### src/rtl/mips_encode.sv
// Streaming MIPS instruction encoder with an output FIFO.
// Ports: clk, reset (sync, active-low), in_valid/in_ready + descriptor
// (mnemonic, rs, rt, rd, imm, target), out_valid/out_ready + out_word/out_addr,
// err (one-cycle reject pulse), err_count (saturating reject count).
module mips_encode #(
    parameter logic [31:0] BASE_ADDR = 32'h00400000,
    parameter int          DEPTH     = 4
) (
    input  logic        clk,
    input  logic        reset,
    input  logic        in_valid,
    output logic        in_ready,
    input  logic [4:0]  mnemonic,
    input  logic [4:0]  rs,
    input  logic [4:0]  rt,
    input  logic [4:0]  rd,
    input  logic [15:0] imm,
    input  logic [31:0] target,
    output logic        out_valid,
    input  logic        out_ready,
    output logic [31:0] out_word,
    output logic [31:0] out_addr,
    output logic        err,
    output logic [7:0]  err_count
);

    localparam int AW = (DEPTH > 1) ? $clog2(DEPTH) : 1;
    localparam int CW = AW + 1;

    logic [31:0]        a_q;
    logic [AW-1:0]      wr_ptr;
    logic [AW-1:0]      rd_ptr;
    logic [CW-1:0]      count;
    logic [31:0]        mem_word [DEPTH];
    logic [31:0]        mem_addr [DEPTH];

    logic [31:0]        enc_word;
    logic               bad;
    logic [31:0]        ap4;
    logic [31:0]        d;
    logic               br_ok;
    logic               j_ok;
    logic               accept;
    logic               push;
    logic               pop;
    logic               reject;

    assign in_ready  = (count != CW'(DEPTH));
    assign out_valid = (count != '0);
    assign out_word  = mem_word[rd_ptr];
    assign out_addr  = mem_addr[rd_ptr];

    assign accept = in_valid && in_ready;
    assign push   = accept && !bad;
    assign reject = accept && bad;
    assign pop    = out_valid && out_ready;

    // Branch offset is relative to the delay-slot address A+4 and must
    // fit the signed 18-bit byte range the 16-bit word field can express.
    assign ap4   = a_q + 32'd4;
    assign d     = target - ap4;
    assign br_ok = (target[1:0] == 2'b00)
                && ($signed(d) >= -32'sd131072)
                && ($signed(d) <= 32'sd131068);
    assign j_ok  = (target[1:0] == 2'b00)
                && (target[31:28] == ap4[31:28]);

    always_comb begin
        enc_word = '0;
        bad      = 1'b0;
        unique case (mnemonic)
            5'd0:  enc_word = {6'h00, rs, rt, rd, 5'b0, 6'h20};
            5'd1:  enc_word = {6'h00, rs, rt, rd, 5'b0, 6'h21};
            5'd2:  enc_word = {6'h00, rs, rt, rd, 5'b0, 6'h22};
            5'd3:  enc_word = {6'h00, rs, rt, rd, 5'b0, 6'h24};
            5'd4:  enc_word = {6'h00, rs, rt, rd, 5'b0, 6'h25};
            5'd5:  enc_word = {6'h00, rs, rt, rd, 5'b0, 6'h27};
            5'd6:  enc_word = {6'h00, rs, rt, rd, 5'b0, 6'h26};
            5'd7:  enc_word = {6'h08, rs, rt, imm};
            5'd8:  enc_word = {6'h09, rs, rt, imm};
            5'd9:  enc_word = {6'h0c, rs, rt, imm};
            5'd10: enc_word = {6'h0d, rs, rt, imm};
            5'd11: enc_word = {6'h0e, rs, rt, imm};
            5'd12: begin
                enc_word = {6'h04, rs, rt, d[17:2]};
                bad      = !br_ok;
            end
            5'd13: begin
                enc_word = {6'h05, rs, rt, d[17:2]};
                bad      = !br_ok;
            end
            5'd14: begin
                enc_word = {6'h02, target[27:2]};
                bad      = !j_ok;
            end
            5'd15: enc_word = {6'h00, rs, 15'b0, 6'h08};
            5'd16: enc_word = {6'h0f, 5'b0, rt, imm};
            5'd17: enc_word = {6'h00, rs, rt, rd, 5'b0, 6'h2a};
            5'd18: enc_word = {6'h23, rs, rt, imm};
            5'd19: enc_word = {6'h24, rs, rt, imm};
            5'd20: enc_word = {6'h2b, rs, rt, imm};
            5'd21: enc_word = {6'h28, rs, rt, imm};
            5'd22: enc_word = {6'h00, rs, rt, rd, 5'b0, 6'h2c};
            default: bad = 1'b1;
        endcase
    end

    always_ff @(posedge clk) begin
        if (!reset) begin
            a_q       <= BASE_ADDR;
            wr_ptr    <= '0;
            rd_ptr    <= '0;
            count     <= '0;
            err       <= 1'b0;
            err_count <= '0;
        end else begin
            if (push) begin
                wr_ptr <= wr_ptr + AW'(1);
                a_q    <= a_q + 32'd4;
            end
            if (pop) begin
                rd_ptr <= rd_ptr + AW'(1);
            end
            unique case ({push, pop})
                2'b10:   count <= count + CW'(1);
                2'b01:   count <= count - CW'(1);
                default: count <= count;
            endcase
            err <= reject;
            if (reject && (err_count != 8'hFF)) begin
                err_count <= err_count + 8'd1;
            end
        end
    end

    // Storage needs no reset: entries are only visible behind count.
    always_ff @(posedge clk) begin
        if (push) begin
            mem_word[wr_ptr] <= enc_word;
            mem_addr[wr_ptr] <= a_q;
        end
    end

endmodule
### config.mk
export PLATFORM = sky130hd
export DESIGN_NAME = mips_encode
export DESIGN_NICKNAME = d
export VERILOG_FILES = /design/src/rtl/mips_encode.sv
export SDC_FILE = /design/constraint.sdc
export NUM_CORES = 1
export LEC_CHECK = 0
export CELL_PAD_IN_SITES_DETAIL_PLACEMENT = 1
export CELL_PAD_IN_SITES_GLOBAL_PLACEMENT = 2
export CORE_UTILIZATION = 35
export CTS_CLUSTER_SIZE = 25
export DETAILED_ROUTE_END_ITERATION = 6
export PLACE_DENSITY_LB_ADDON = 0.08
export SYNTH_ARGS = -nofsm -noshare
export SYNTH_HDL_FRONTEND = slang
export SYNTH_SLANG_ARGS = --single-unit
export TNS_END_PERCENT = 1
### constraint.sdc
create_clock -name clk -period 8.09 [get_ports clk]
set_input_delay 1.618 -clock clk [delete_from_list [all_inputs] [get_ports clk]]
set_output_delay 1.618 -clock clk [all_outputs]
set_load 0.05 [all_outputs]
Word-level counts from Yosys, hierarchy flattened
Memory sizes are Yosys's and may differ from the RTL's. A register that Yosys moved wholly into a read port is not among the register bits.
Cells that the tools add are included.
- flip-flop bits (word level): 48
- memory bits (writable): 256
- input port bits: 72
- output and inout port bits: 75
- memories kept: 2
- memories (name ; depth ; width ; read ports ; clocked after memory_dff ; write ports ; line ; RTL):
    mem_addr ; 4 ; 32 ; 1 ; 1 ; 1 ; 35 ; logic [31:0] mem_addr [DEPTH];
    mem_word ; 4 ; 32 ; 1 ; 1 ; 1 ; 34 ; logic [31:0] mem_word [DEPTH];
- add/subtract/negate cells: 7
- order comparisons: 2
- equal/unequal tests: 27
- muxes and demuxes: 9
- reduce and logical (&&, ||, !) cells: 17
- operators by type and width (cell ; number):
    $pmux 32 s23 ; 1
    $eq 5x4->1 const B ; 8
    $eq 5x5->1 const B ; 7
    $add 32x3->32 const B ; 1
    $ge 32x18->1 const B ; 1
    $le 32x18->1 const B ; 1
    $sub 32x32->32 ; 1
    $eq 5x3->1 const B ; 4
    $reduce_or 20->1 ; 1
    $eq 5x2->1 const B ; 2
    $add 8x1->8 const B ; 1
    $logic_and 1x1->1 ; 8
    $mux 2 ; 4
    $ne 8x8->1 const B ; 1
    $pmux 3 s2 ; 1
    $eq 5x1->1 const B ; 1
    $logic_not 5->1 ; 1
    $add 2x1->2 const B ; 2
    $eq 4x4->1 ; 1
    $add 3x1->3 const B ; 1
    $logic_not 1->1 ; 3
    $ne 3x3->1 const B ; 1
    $pmux 1 s3 ; 1
    $reduce_bool 3->1 ; 1
    other kinds (7) ; 8

Depth between registers and ports, before layout
Gate-level depths: netlist (run 1).
- depth after elaboration: 11
- mapped depth: 29

Worst setup path before layout (run 1)
Ideal clock, no wire load.
- path kind: input port to flip-flop
- from: in target[2]
- to: mem mem_addr[0][10] (enable)
- setup time: 0.426 ns
- arrival: 6.704 ns
- data required time: 7.664 ns
- path slack: 0.960 ns
- stages: 16
- buffers on the path: 1
- cells stage by stage: inv_1 -> ha_1 -> fa_1 -> nor2b_1 -> o31ai_1 -> a21oi_1 -> o21ai_0 -> a221oi_1 -> a221o_1 -> mux2i_1 -> or4_1 -> nor4_1 -> nand4_2 -> a21oi_4 -> buf_2 -> and2_1
- word-level cells in the longest chain between the ends: 10
- RTL lines (item ; line ; RTL):
    start: declaration ; 18 ; input logic [31:0] target,
    $sub 32x32->32 (*) ; 61 ; assign d = target - ap4;
    $ge 32x18->1 ; 63 ; && ($signed(d) >= -32'sd131072)
    $logic_and 1x1->1 ; 63 ;
    $logic_and 1x1->1 (*) ; 64 ; && ($signed(d) <= 32'sd131068);
    $logic_not 1->1 (*) ; 86, 90 ;
    $pmux 1 s3 (*) ; 71 ; unique case (mnemonic)
    $logic_not 1->1 (*) ; 54 ; assign push = accept && !bad;
    $logic_and 1x1->1 (*) ; 54 ;
    $mux 1 (*) ; 138 ; if (push) begin
    $mux 1 (implied by the code) (*) ; 140 ; mem_addr[wr_ptr] <= a_q;
    end: declaration ; 35 ;
Mark *: on every way between the ends. The rest lies on a longest branch, timed or not.

Worst setup path in the final report (run 1)
- from: reg a_q[3]
- to: reg count[2]
- word-level cells in the longest chain between the ends: 11
- RTL lines (item ; line ; RTL):
    start: declaration ; 30 ; logic [31:0] a_q;
    start signal: assignment ; 119 ; a_q <= a_q + 32'd4;
    $add 32x3->32 (*) ; 60 ; assign ap4 = a_q + 32'd4;
    $sub 32x32->32 ; 61 ;
    $ge 32x18->1 ; 63 ;
    $logic_and 1x1->1 ; 63 ;
    $logic_and 1x1->1 ; 64 ;
    $logic_not 1->1 ; 86, 90 ;
    $pmux 1 s3 (*) ; 71 ;
    $logic_not 1->1 (*) ; 54 ;
    $logic_and 1x1->1 (*) ; 54 ;
    $eq 2x1->1 or $eq 2x2->1 (tied branches) ; 124 ; unique case ({push, pop})
    $pmux 3 s2 or $reduce_bool 2->1 (tied branches) ; - ;
    end signal: assignment ; 125 ; 2'b10: count <= count + CW'(1);
    end signal: assignment ; 126 ; 2'b01: count <= count - CW'(1);
    end signal: assignment ; 127 ; default: count <= count;
    end: declaration ; 33 ; logic [CW-1:0] count;
Marked as above.
A chain may end at the register's enable or synchronous reset.

==> flow_summary.html, run 1 <==
<table>
<tr><th>Metric</th><th>Value</th></tr>
<tr><th colspan="2">Outcome</th></tr>
<tr><td>Status</td><td>complete, no violations</td></tr>
<tr><th colspan="2">Timing</th></tr>
<tr><td>Slew Limit Fails</td><td>0</td></tr>
<tr><td>Final setup vio count</td><td>0</td></tr>
<tr><td>RSZ-0062 raised after global routing</td><td>no</td></tr>
<tr><td>Final critical-path share of the clock period</td><td>83.6%</td></tr>
<tr><td>Fin. Hold Viols</td><td>0</td></tr>
<tr><td>Shortest clock period the worst path allows after layout</td><td>6770 ps</td></tr>
<tr><td>Total Neg Setup Slack</td><td>0 ps</td></tr>
<tr><td>FMAX</td><td>0.148 GHz</td></tr>
<tr><td>Layout Skew</td><td>10.2 ps</td></tr>
<tr><td>Worst Max-Slew Pin Slew</td><td>1020 ps</td></tr>
<tr><td>Remaining max-slew budget at the tightest pin</td><td>32.0%</td></tr>
<tr><th colspan="2">Floorplan</th></tr>
<tr><td>Die boundary height</td><td>208 µm</td></tr>
<tr><td>Initial core utilization</td><td>35.4%</td></tr>
<tr><td>I/O Pins</td><td>147</td></tr>
<tr><td>Standard-cell row count</td><td>75</td></tr>
<tr><td>Width of the chip</td><td>208 µm</td></tr>
<tr><td>CORE AREA</td><td>41900 µm²</td></tr>
<tr><td>Total Die Area</td><td>43200 µm²</td></tr>
<tr><th colspan="2">Final layout</th></tr>
<tr><td>Post-synthesis to final-layout area growth</td><td>21.1%</td></tr>
<tr><td>Final standard cell count with taps included and fillers excluded</td><td>1847</td></tr>
<tr><td>Fraction of layout instances using a drive strength above 1</td><td>13.5%</td></tr>
<tr><td>Post-layout net count</td><td>1386</td></tr>
<tr><th colspan="2">Worst setup path</th></tr>
<tr><td>Critical path, cell by cell</td><td>ha_1, nand3_1, nor2_1, buf_4, nand3_1, xor2_1, ha_1, nand4_1, nor3_1, o21ai_0, a2111o_1, a211oi_1, o211ai_1, or4_1, nor4_1, nand4_2, a21oi_4, inv_2, ha_1, inv_1, fa_1, xor2_1, or3_1, a21oi_1</td></tr>
<tr><td>Largest stage delay on the critical path</td><td>570 ps</td></tr>
<tr><td>Cell family contributing the most delay on the critical path</td><td>simple AND/OR/NAND/NOR gates</td></tr>
<tr><td>Data arrival time of the critical path</td><td>7280 ps</td></tr>
<tr><td>Count of buffering cells on the critical path with inverters included</td><td>3</td></tr>
<tr><td>Slack of the worst reg-to-reg path</td><td>1320 ps</td></tr>
<tr><td>Crit path top cell by count</td><td>ha_1</td></tr>
<tr><td>Cell at the slowest stage of the critical path</td><td>dfxtp_1</td></tr>
<tr><td>Critical Path Start Type</td><td>register</td></tr>
<tr><td>Maximum fanout count along the critical path</td><td>17</td></tr>
<tr><td>Req. time, crit path</td><td>8600 ps</td></tr>
<tr><td>WS Path Type</td><td>reg -&gt; reg</td></tr>
<tr><td>Crit end category</td><td>register</td></tr>
<tr><th colspan="2">Clocking</th></tr>
<tr><td>Number of clock sinks</td><td>292</td></tr>
<tr><td>Worst-case clock buffer depth</td><td>3</td></tr>
<tr><td>Number of buffers inserted by hold repair at cts</td><td>0</td></tr>
<tr><td>Clock edge transition at the registers on the reported setup and hold paths</td><td>60 ps</td></tr>
<tr><td>Clock buffers created by TritonCTS</td><td>31</td></tr>
<tr><td>H-Tree Depth</td><td>1</td></tr>
<tr><td>CTS tree</td><td>built</td></tr>
<tr><td>Post CTS Setup Buffer Count</td><td>0</td></tr>
<tr><td>Post-cts resize count</td><td>0</td></tr>
<tr><td>Cell chosen for the clock root</td><td>clkbuf_16</td></tr>
<tr><td>Source-to-sink clock delay at the later pin of the worst-skew pair</td><td>580 ps</td></tr>
<tr><th colspan="2">Route</th></tr>
<tr><td>Wire length per cell after detailed routing</td><td>23.6 µm</td></tr>
<tr><td>Overall via count from detail_route</td><td>10.2k</td></tr>
<tr><td>Routed via count divided by cell count</td><td>5.52</td></tr>
<tr><td>Number of detailed-route iterations in the first pass</td><td>5</td></tr>
<tr><td>Count of nets left with antenna violations after detail routing</td><td>0</td></tr>
<tr><td>Overall routed net length</td><td>43600 µm</td></tr>
<tr><td># DRC</td><td>0</td></tr>
<tr><td>DR iter-0 viols</td><td>505</td></tr>
<tr><th colspan="2">Global routing</th></tr>
<tr><td>Initial antenna violation count</td><td>0</td></tr>
<tr><td>Via count of the first global-routing pass</td><td>10.7k</td></tr>
<tr><td>Largest net degree at the start of global routing</td><td>62</td></tr>
<tr><td>First-pass GRT wire length</td><td>66200 µm</td></tr>
<tr><td>Final global-route overflow total</td><td>0</td></tr>
<tr><td>Total track usage</td><td>20.3%</td></tr>
<tr><th colspan="2">Worst hold path</th></tr>
<tr><td>Hold Crit Class</td><td>reg -&gt; reg</td></tr>
<tr><th colspan="2">Synth</th></tr>
<tr><td>Most instantiated cells after synthesis</td><td>edfxtp_1 (244), nor2_1 (69), nand2_1 (62), mux4_2 (61), a21oi_1 (52)</td></tr>
<tr><td>Mean instance size in the synthesized netlist</td><td>13.0 µm²</td></tr>
<tr><td>Sequential area share after synthesis</td><td>55.9%</td></tr>
<tr><td>Most area-hungry cell type in the Yosys netlist</td><td>edfxtp_1</td></tr>
<tr><td>Synth warnings</td><td>0</td></tr>
<tr><td>Mapped cell area</td><td>14800 µm²</td></tr>
<tr><td>Post-synth top area share</td><td>49.4%</td></tr>
<tr><td>Post-synth EDFFs</td><td>244</td></tr>
<tr><td>Number of synthesized register bits</td><td>292</td></tr>
<tr><td>Syn Inst Count</td><td>1142</td></tr>
<tr><td>Unique masters post-synth</td><td>87</td></tr>
<tr><td>Top area cells in the synthesized netlist</td><td>edfxtp_1 (49%), mux4_2 (9.3%), dfxtp_1 (6.5%), xnor2_1 (3.0%), ha_1 (2.4%)</td></tr>
<tr><td>Synth async-reset ratio</td><td>0%</td></tr>
<tr><td>Most frequently used cell type in the post-synthesis netlist</td><td>edfxtp_1</td></tr>
<tr><td>Top FF cell, synth</td><td>edfxtp_1</td></tr>
<tr><th colspan="2">Placement</th></tr>
<tr><td>Buffers added on ports</td><td>143</td></tr>
<tr><td>Cell Count Post-Placement</td><td>1790</td></tr>
<tr><td>Detailed placement HPWL</td><td>31800 µm</td></tr>
<tr><td>GP Congestion</td><td>0.824</td></tr>
<tr><th colspan="2">Power</th></tr>
<tr><td>Pwr per Cell Area</td><td>247 nW/µm²</td></tr>
<tr><td>Leak Pwr</td><td>5.83 nW</td></tr>
<tr><td>Peak VDD IR</td><td>153 µV</td></tr>
<tr><th colspan="2">Job</th></tr>
<tr><td>Number of maximum-capacitance violations</td><td>0</td></tr>
</table>
state kept, by name, indices dropped and copies added (netlist names), named ones only:
register	cells
a_q	30
count	3
err	1
err_count	8
mem_addr	120
mem_word	124
rd_ptr	2
wr_ptr	2
final cells by class:
| type | count | area [µm²] |
|---|---|---|
| Clock inverter | 16 | 149 |
| Fill cell | 4324 | 23900 |
| Clock buffer | 40 | 820 |
| Inverter | 32 | 120 |
| Tap cell | 539 | 674 |
| Antenna cell | 1 | 2.50 |
| Multi-Input combinational cell | 753 | 6160 |
| Timing Repair Buffer | 174 | 1740 |
| Sequential cell | 292 | 8290 |
report_power, final:
part           total (mW)  switching [mW]  internal, mW
Clock                1.36           0.580         0.778
Sequential           1.78          0.0514          1.72
Combinational        1.29           0.806         0.487
Total                4.43            1.44          2.99
final timing paths:
path         endpoint  cells after the start  startpoint
max          count[2]                     24      a_q[3]
min          count[2]                      2    count[2]
max reg2reg  count[2]                     24      a_q[3]
min reg2reg  count[2]                      2    count[2]
worst min-delay path, cell delays in order, from the launching register on:
cell     delay, ps
dfxtp_1        330
o21ai_0         80
a21oi_1         60
layer usage:
layer | track usage (%) | vias to the layer above | wire length [µm]
li1 | - | 4769 | -
met1 | 27.8 | 5212 | 20100
met2 | 34.4 | 173 | 21400
met3 | 1.88 | 43 | 1210
met4 | 5.62 | 0 | 957
met5 | 0 | - | 0
logic make-up after synthesis:
logic type / count (synthesis) / synth area share (%)
simple gates: 311 / 11.1
flops: 292 / 55.9
compound gates: 250 / 12.2
buf+inv: 99 / 2.70
xor+xnor: 78 / 4.70
mux: 72 / 10.0
fa+ha+maj: 39 / 3.28
other cells: 1 / 0.0253
layout by cell type (no fill, tap or decap), types with 31 or more instances in the layout:
cell and instances:
edfxtp_1 244, clkdlybuf4s50_1 143, nor2_1 69, nand2_1 62, mux4_2 61, a21oi_1 52
xnor2_1 50, dfxtp_1 46, o21ai_0 37, clkbuf_16 31
per-stage QoR:
step	utilization, %	area, µm²	power (mW)	hold WS, ps	setup WS, ps
CTS	42.9	18000	4.49	522	1350
global route	42.9	18000	4.60	558	832
finish	42.9	18000	4.43	516	1320
detailed placement	40.6	17000	3.12	512	933
floorplan	-	14800	2.67	455	960
global placement	40.6	17000	3.11	503	1020
No activity file was read; power rests on OpenSTA's default activity.
==> inputs of run 2 (changes only) <==
==> constraint.sdc (replaced) <==
create_clock -name clk -period 5.7 [get_ports clk]
set_input_delay 1.14 -clock clk [delete_from_list [all_inputs] [get_ports clk]]
set_output_delay 1.14 -clock clk [all_outputs]
set_load 0.05 [all_outputs]
==> run 2 against run 1 <==
  * Core utilization increased by 3.8 points
  * Sequential cell count is the same
  * Setup slack lost 1100 ps
  * Non-clock buffer count rose by 152
  * Worst hold slack got worse by 19 ps
  * Global-route usage is 1.4 points higher
  * Clock skew grew 8.4 ps
  * Die area did not move
  * Combinational power is 50% higher
  * Sequential power rose by 43%
  * Via count rose by 5.9%
  * Critical endpoint is now mem_word[3][21]
  * Largest cell class unchanged
==> flow_summary.html, run 2 (synthesis gave the netlist of run 1 again) <==
<table>
<tr><th>Metric</th><th>Value</th></tr>
<tr><th colspan="2">Timing</th></tr>
<tr><td>Slew Limit Fails</td><td>0 (unchanged)</td></tr>
<tr><td>FMAX</td><td>0.183 GHz</td></tr>
<tr><td>Shortest clock period the worst path allows after layout</td><td>5460 ps</td></tr>
<tr><td>Remaining max-slew budget at the tightest pin</td><td>37.2% (was 32.0%)</td></tr>
<tr><td>Fin. Hold Viols</td><td>0 (unchanged)</td></tr>
<tr><td>Final setup vio count</td><td>0 (unchanged)</td></tr>
<tr><td>Worst Max-Slew Pin Slew</td><td>934 ps (was 1020 ps)</td></tr>
<tr><td>RSZ-0062 raised after global routing</td><td>no (unchanged)</td></tr>
<tr><td>Smallest setup slack after layout</td><td>240 ps (was 1320 ps)</td></tr>
<tr><td>Final critical-path share of the clock period</td><td>95.8%</td></tr>
<tr><td>Layout Skew</td><td>18.7 ps (was 10.2 ps)</td></tr>
<tr><th colspan="2">Worst setup path</th></tr>
<tr><td>Slack of the worst reg-to-reg path</td><td>270 ps (was 1320 ps)</td></tr>
<tr><td>WS Path Type</td><td>in -&gt; reg (was reg -&gt; reg)</td></tr>
<tr><td>Req. time, crit path</td><td>5980 ps (was 8600 ps)</td></tr>
<tr><td>Critical register-to-register path startpoint</td><td>a_q[2] (was a_q[3])</td></tr>
<tr><td>Critical Path Start</td><td>target[2] (was a_q[3])</td></tr>
<tr><td>Crit path top cell by count</td><td>buf_4 (was ha_1)</td></tr>
<tr><td>Cell depth of the worst flop-to-flop path</td><td>21 (was 24)</td></tr>
<tr><td>Crit end category</td><td>register (unchanged)</td></tr>
<tr><td>Maximum fanout count along the critical path</td><td>23 (was 17)</td></tr>
<tr><td>Cell at the slowest stage of the critical path</td><td>a2111oi_4 (was dfxtp_1)</td></tr>
<tr><td>Critical path endpoint</td><td>mem_word[3][21] (was count[2])</td></tr>
<tr><td>Count of buffering cells on the critical path with inverters included</td><td>6 (was 3)</td></tr>
<tr><td>Data arrival time of the critical path</td><td>5740 ps (was 7280 ps)</td></tr>
<tr><td>Cell family contributing the most delay on the critical path</td><td>compound AO/OA/AOI/OAI gates (was simple AND/OR/NAND/NOR gates)</td></tr>
<tr><td>Largest stage delay on the critical path</td><td>510 ps (was 570 ps)</td></tr>
<tr><td>Worst reg2reg path endpoint</td><td>mem_word[3][21] (was count[2])</td></tr>
<tr><td>Critical Path Start Type</td><td>input port (was register)</td></tr>
<tr><td>Critical path, cell by cell</td><td>clkdlybuf4s50_1, inv_1, ha_2, nor2b_4, o31ai_2, a211oi_2, buf_4, o2111ai_1, a2111o_1, a2111oi_4, buf_4, a2111oi_4, a311oi_2, nand4_1, o31a_1, a21oi_4, buf_4, and2_4, buf_12 (was ha_1, nand3_1, nor2_1, buf_4, nand3_1, xor2_1, ha_1, nand4_1, nor3_1, o21ai_0, a2111o_1, a211oi_1, o211ai_1, or4_1, nor4_1, nand4_2, a21oi_4, inv_2, ha_1, inv_1, fa_1, xor2_1, or3_1, a21oi_1)</td></tr>
<tr><td>Total number of cells along the worst setup path</td><td>19 (was 24)</td></tr>
<tr><th colspan="2">Placement</th></tr>
<tr><td>GP Congestion</td><td>0.859 (was 0.824)</td></tr>
<tr><td>Buffers added on ports</td><td>143 (unchanged)</td></tr>
<tr><td>Post-detailed-placement cell area</td><td>18200 µm² (was 17000 µm²)</td></tr>
<tr><td>Cell Count Post-Placement</td><td>1933 (was 1790)</td></tr>
<tr><td>Worst setup slack after placement</td><td>-445 ps (was 933 ps)</td></tr>
<tr><td>Detailed placement HPWL</td><td>35000 µm (was 31800 µm)</td></tr>
<tr><th colspan="2">Route</th></tr>
<tr><td>Routed via count divided by cell count</td><td>5.40 (was 5.52)</td></tr>
<tr><td>Overall routed net length</td><td>46800 µm (was 43600 µm)</td></tr>
<tr><td>Number of detailed-route iterations in the first pass</td><td>5 (unchanged)</td></tr>
<tr><td>Wire length per cell after detailed routing</td><td>23.4 µm (was 23.6 µm)</td></tr>
<tr><td>DR iter-0 viols</td><td>486 (was 505)</td></tr>
<tr><td>Overall via count from detail_route</td><td>10.8k (was 10.2k)</td></tr>
<tr><td>Count of nets left with antenna violations after detail routing</td><td>0 (unchanged)</td></tr>
<tr><td># DRC</td><td>0 (unchanged)</td></tr>
<tr><th colspan="2">Final layout</th></tr>
<tr><td>Most frequent cells in the layout</td><td>edfxtp_1 (244), buf_4 (167), clkdlybuf4s50_1 (140), nor2_1 (62) (was edfxtp_1 (244), clkdlybuf4s50_1 (143), nor2_1 (69), nand2_1 (62), mux4_2 (61))</td></tr>
<tr><td>Final standard cell count with taps included and fillers excluded</td><td>2000 (was 1847)</td></tr>
<tr><td>Most common cell after layout, fill and taps aside</td><td>edfxtp_1 (unchanged)</td></tr>
<tr><td>Utilization after layout</td><td>46.7% (was 42.9%)</td></tr>
<tr><td>Fraction of layout instances using a drive strength above 1</td><td>25.9% (was 13.5%)</td></tr>
<tr><td>Post-layout net count</td><td>1538 (was 1386)</td></tr>
<tr><td>Post-synthesis to final-layout area growth</td><td>31.8% (was 21.1%)</td></tr>
<tr><td>Layout Cell Area excl Fill</td><td>19500 µm² (was 18000 µm²)</td></tr>
<tr><td>Largest registers in the final layout</td><td>mem_word x124, mem_addr x120, a_q x30 (unchanged)</td></tr>
<tr><td>Register with the most flip-flops</td><td>mem_word (unchanged)</td></tr>
<tr><td>Diode insertion count for antenna repair</td><td>0 (was 1)</td></tr>
<tr><td>Largest register FFs</td><td>124 (unchanged)</td></tr>
<tr><th colspan="2">Global routing</th></tr>
<tr><td>Global routing's busiest layer</td><td>met2 (unchanged)</td></tr>
<tr><td>Via count of the first global-routing pass</td><td>11.5k (was 10.7k)</td></tr>
<tr><td>GR met1 Demand/Resource</td><td>29.0% (was 27.8%)</td></tr>
<tr><td>Met2 Use GR</td><td>37.7% (was 34.4%)</td></tr>
<tr><td>Largest net degree at the start of global routing</td><td>46 (was 62)</td></tr>
<tr><td>Total track usage</td><td>21.7% (was 20.3%)</td></tr>
<tr><td>Final global-route overflow total</td><td>0 (unchanged)</td></tr>
<tr><td>Initial antenna violation count</td><td>0 (unchanged)</td></tr>
<tr><td>First-pass GRT wire length</td><td>70700 µm (was 66200 µm)</td></tr>
<tr><td>GRT met3 Usage</td><td>2.53% (was 1.88%)</td></tr>
<tr><th colspan="2">Power</th></tr>
<tr><td>Pwr per Cell Area</td><td>333 nW/µm² (was 247 nW/µm²)</td></tr>
<tr><td>PnR Total Power</td><td>6.50 mW (was 4.43 mW)</td></tr>
<tr><td>Leak Pwr</td><td>6.69 nW (was 5.83 nW)</td></tr>
<tr><td>Peak VDD IR</td><td>227 µV (was 153 µV)</td></tr>
<tr><th colspan="2">Floorplan</th></tr>
<tr><td>Standard-cell row count</td><td>75 (unchanged)</td></tr>
<tr><td>Die boundary height</td><td>208 µm (unchanged)</td></tr>
<tr><td>Width of the chip</td><td>208 µm (unchanged)</td></tr>
<tr><td>I/O Pins</td><td>147 (unchanged)</td></tr>
<tr><td>Total Die Area</td><td>43200 µm² (unchanged)</td></tr>
<tr><td>CORE AREA</td><td>41900 µm² (unchanged)</td></tr>
<tr><td>Initial core utilization</td><td>35.4% (unchanged)</td></tr>
<tr><th colspan="2">Clocking</th></tr>
<tr><td>H-Tree Depth</td><td>1 (unchanged)</td></tr>
<tr><td>Number of buffers inserted by hold repair at cts</td><td>0 (unchanged)</td></tr>
<tr><td>Clock edge transition at the registers on the reported setup and hold paths</td><td>60 ps (about the same)</td></tr>
<tr><td>Clock buffers created by TritonCTS</td><td>31 (unchanged)</td></tr>
<tr><td>Number of clock sinks</td><td>292 (unchanged)</td></tr>
<tr><td>Worst-case clock buffer depth</td><td>3 (unchanged)</td></tr>
<tr><td>Source-to-sink clock delay at the later pin of the worst-skew pair</td><td>590 ps (was 580 ps)</td></tr>
<tr><td>Cell chosen for the clock root</td><td>clkbuf_16 (unchanged)</td></tr>
<tr><td>CTS tree</td><td>built (unchanged)</td></tr>
<tr><th colspan="2">Job</th></tr>
<tr><td>Number of maximum-capacitance violations</td><td>0 (unchanged)</td></tr>
<tr><th colspan="2">Outcome</th></tr>
<tr><td>Status</td><td>complete, no violations (unchanged)</td></tr>
<tr><th colspan="2">Worst hold path</th></tr>
<tr><td>Hold Crit Class</td><td>reg -&gt; reg (unchanged)</td></tr>
</table>
## run 2: changes by cell type in the layout (fill, tap and decap cells not counted), sizes merged, moves of 3 or more
cell and delta:
buf +152, clkbuf +5, clkinv -4, clkdlybuf4s50 -3, dlymetal6s2s +3
## run 2: worst min-delay path by stage
| stage | from | to | slack (ps) | cells after the start |
|---|---|---|---|---|
| floorplan | a_q[11] | mem_addr[0][11] | 450 | 0 |
| global placement | err_count[4] | err_count[4] | 490 | 2 |
| detailed placement | err_count[4] | err_count[4] | 490 | 2 |
| CTS | err_count[4] | err_count[4] | 500 | 2 |
| global route | err_count[4] | err_count[4] | 530 | 2 |
| finish | err_count[4] | err_count[4] | 500 | 2 |
## run 2: power by group
| part | leakage, nW | internal [mW] | switching, mW | total [mW] |
|---|---|---|---|---|
| Sequential | 2.68 | 2.45 | 0.0953 | 2.54 |
| Clock | 0.500 | 1.19 | 0.832 | 2.03 |
| Combinational | 3.52 | 0.780 | 1.15 | 1.93 |
| Total | 6.69 | 4.42 | 2.08 | 6.50 |
## run 2: layer usage
layer	vias up	share of wire, %
li1	5075	-
met1	5488	46
met2	178	50
met5	-	0
met3	55	3.1
met4	0	1.8
## run 2: through the flow
step                setup TNS [ps]  hold slack [ps]
global placement            -61790              486
global route                     0              535
CTS                              0              503
floorplan                        0              455
detailed placement          -99060              492
finish                           0              498
## run 2: what timing repair did
action	4_1_cts	5_1_grt
endpoints found under the setup margin	211	261
pin swaps	0	26
gates resized for setup	3	59
buffers inserted	0	9
endpoints found under the hold margin	0	0
## run 2: worst register-to-register path, delay by kind of cell (launching register included)
kind / cells / cell delay (ps)
adders and majority gates: 1 / 280
AOI/OAI and AO/OA: 10 / 2560
xor gates and xnor gates: 1 / 220
buffers and inverters: 6 / 1100
DFF: 1 / 360
and+or+nand+nor: 3 / 590
## run 2: layout make-up
type / count / area (µm²)
Sequential cell: 292 / 8300
Clock inverter: 13 / 158
Fill cell: 4317 / 22300
Timing Repair Buffer: 326 / 2980
Multi-Input combinational cell: 753 / 6450
Tap cell: 539 / 674
Inverter: 32 / 120
Clock buffer: 45 / 868
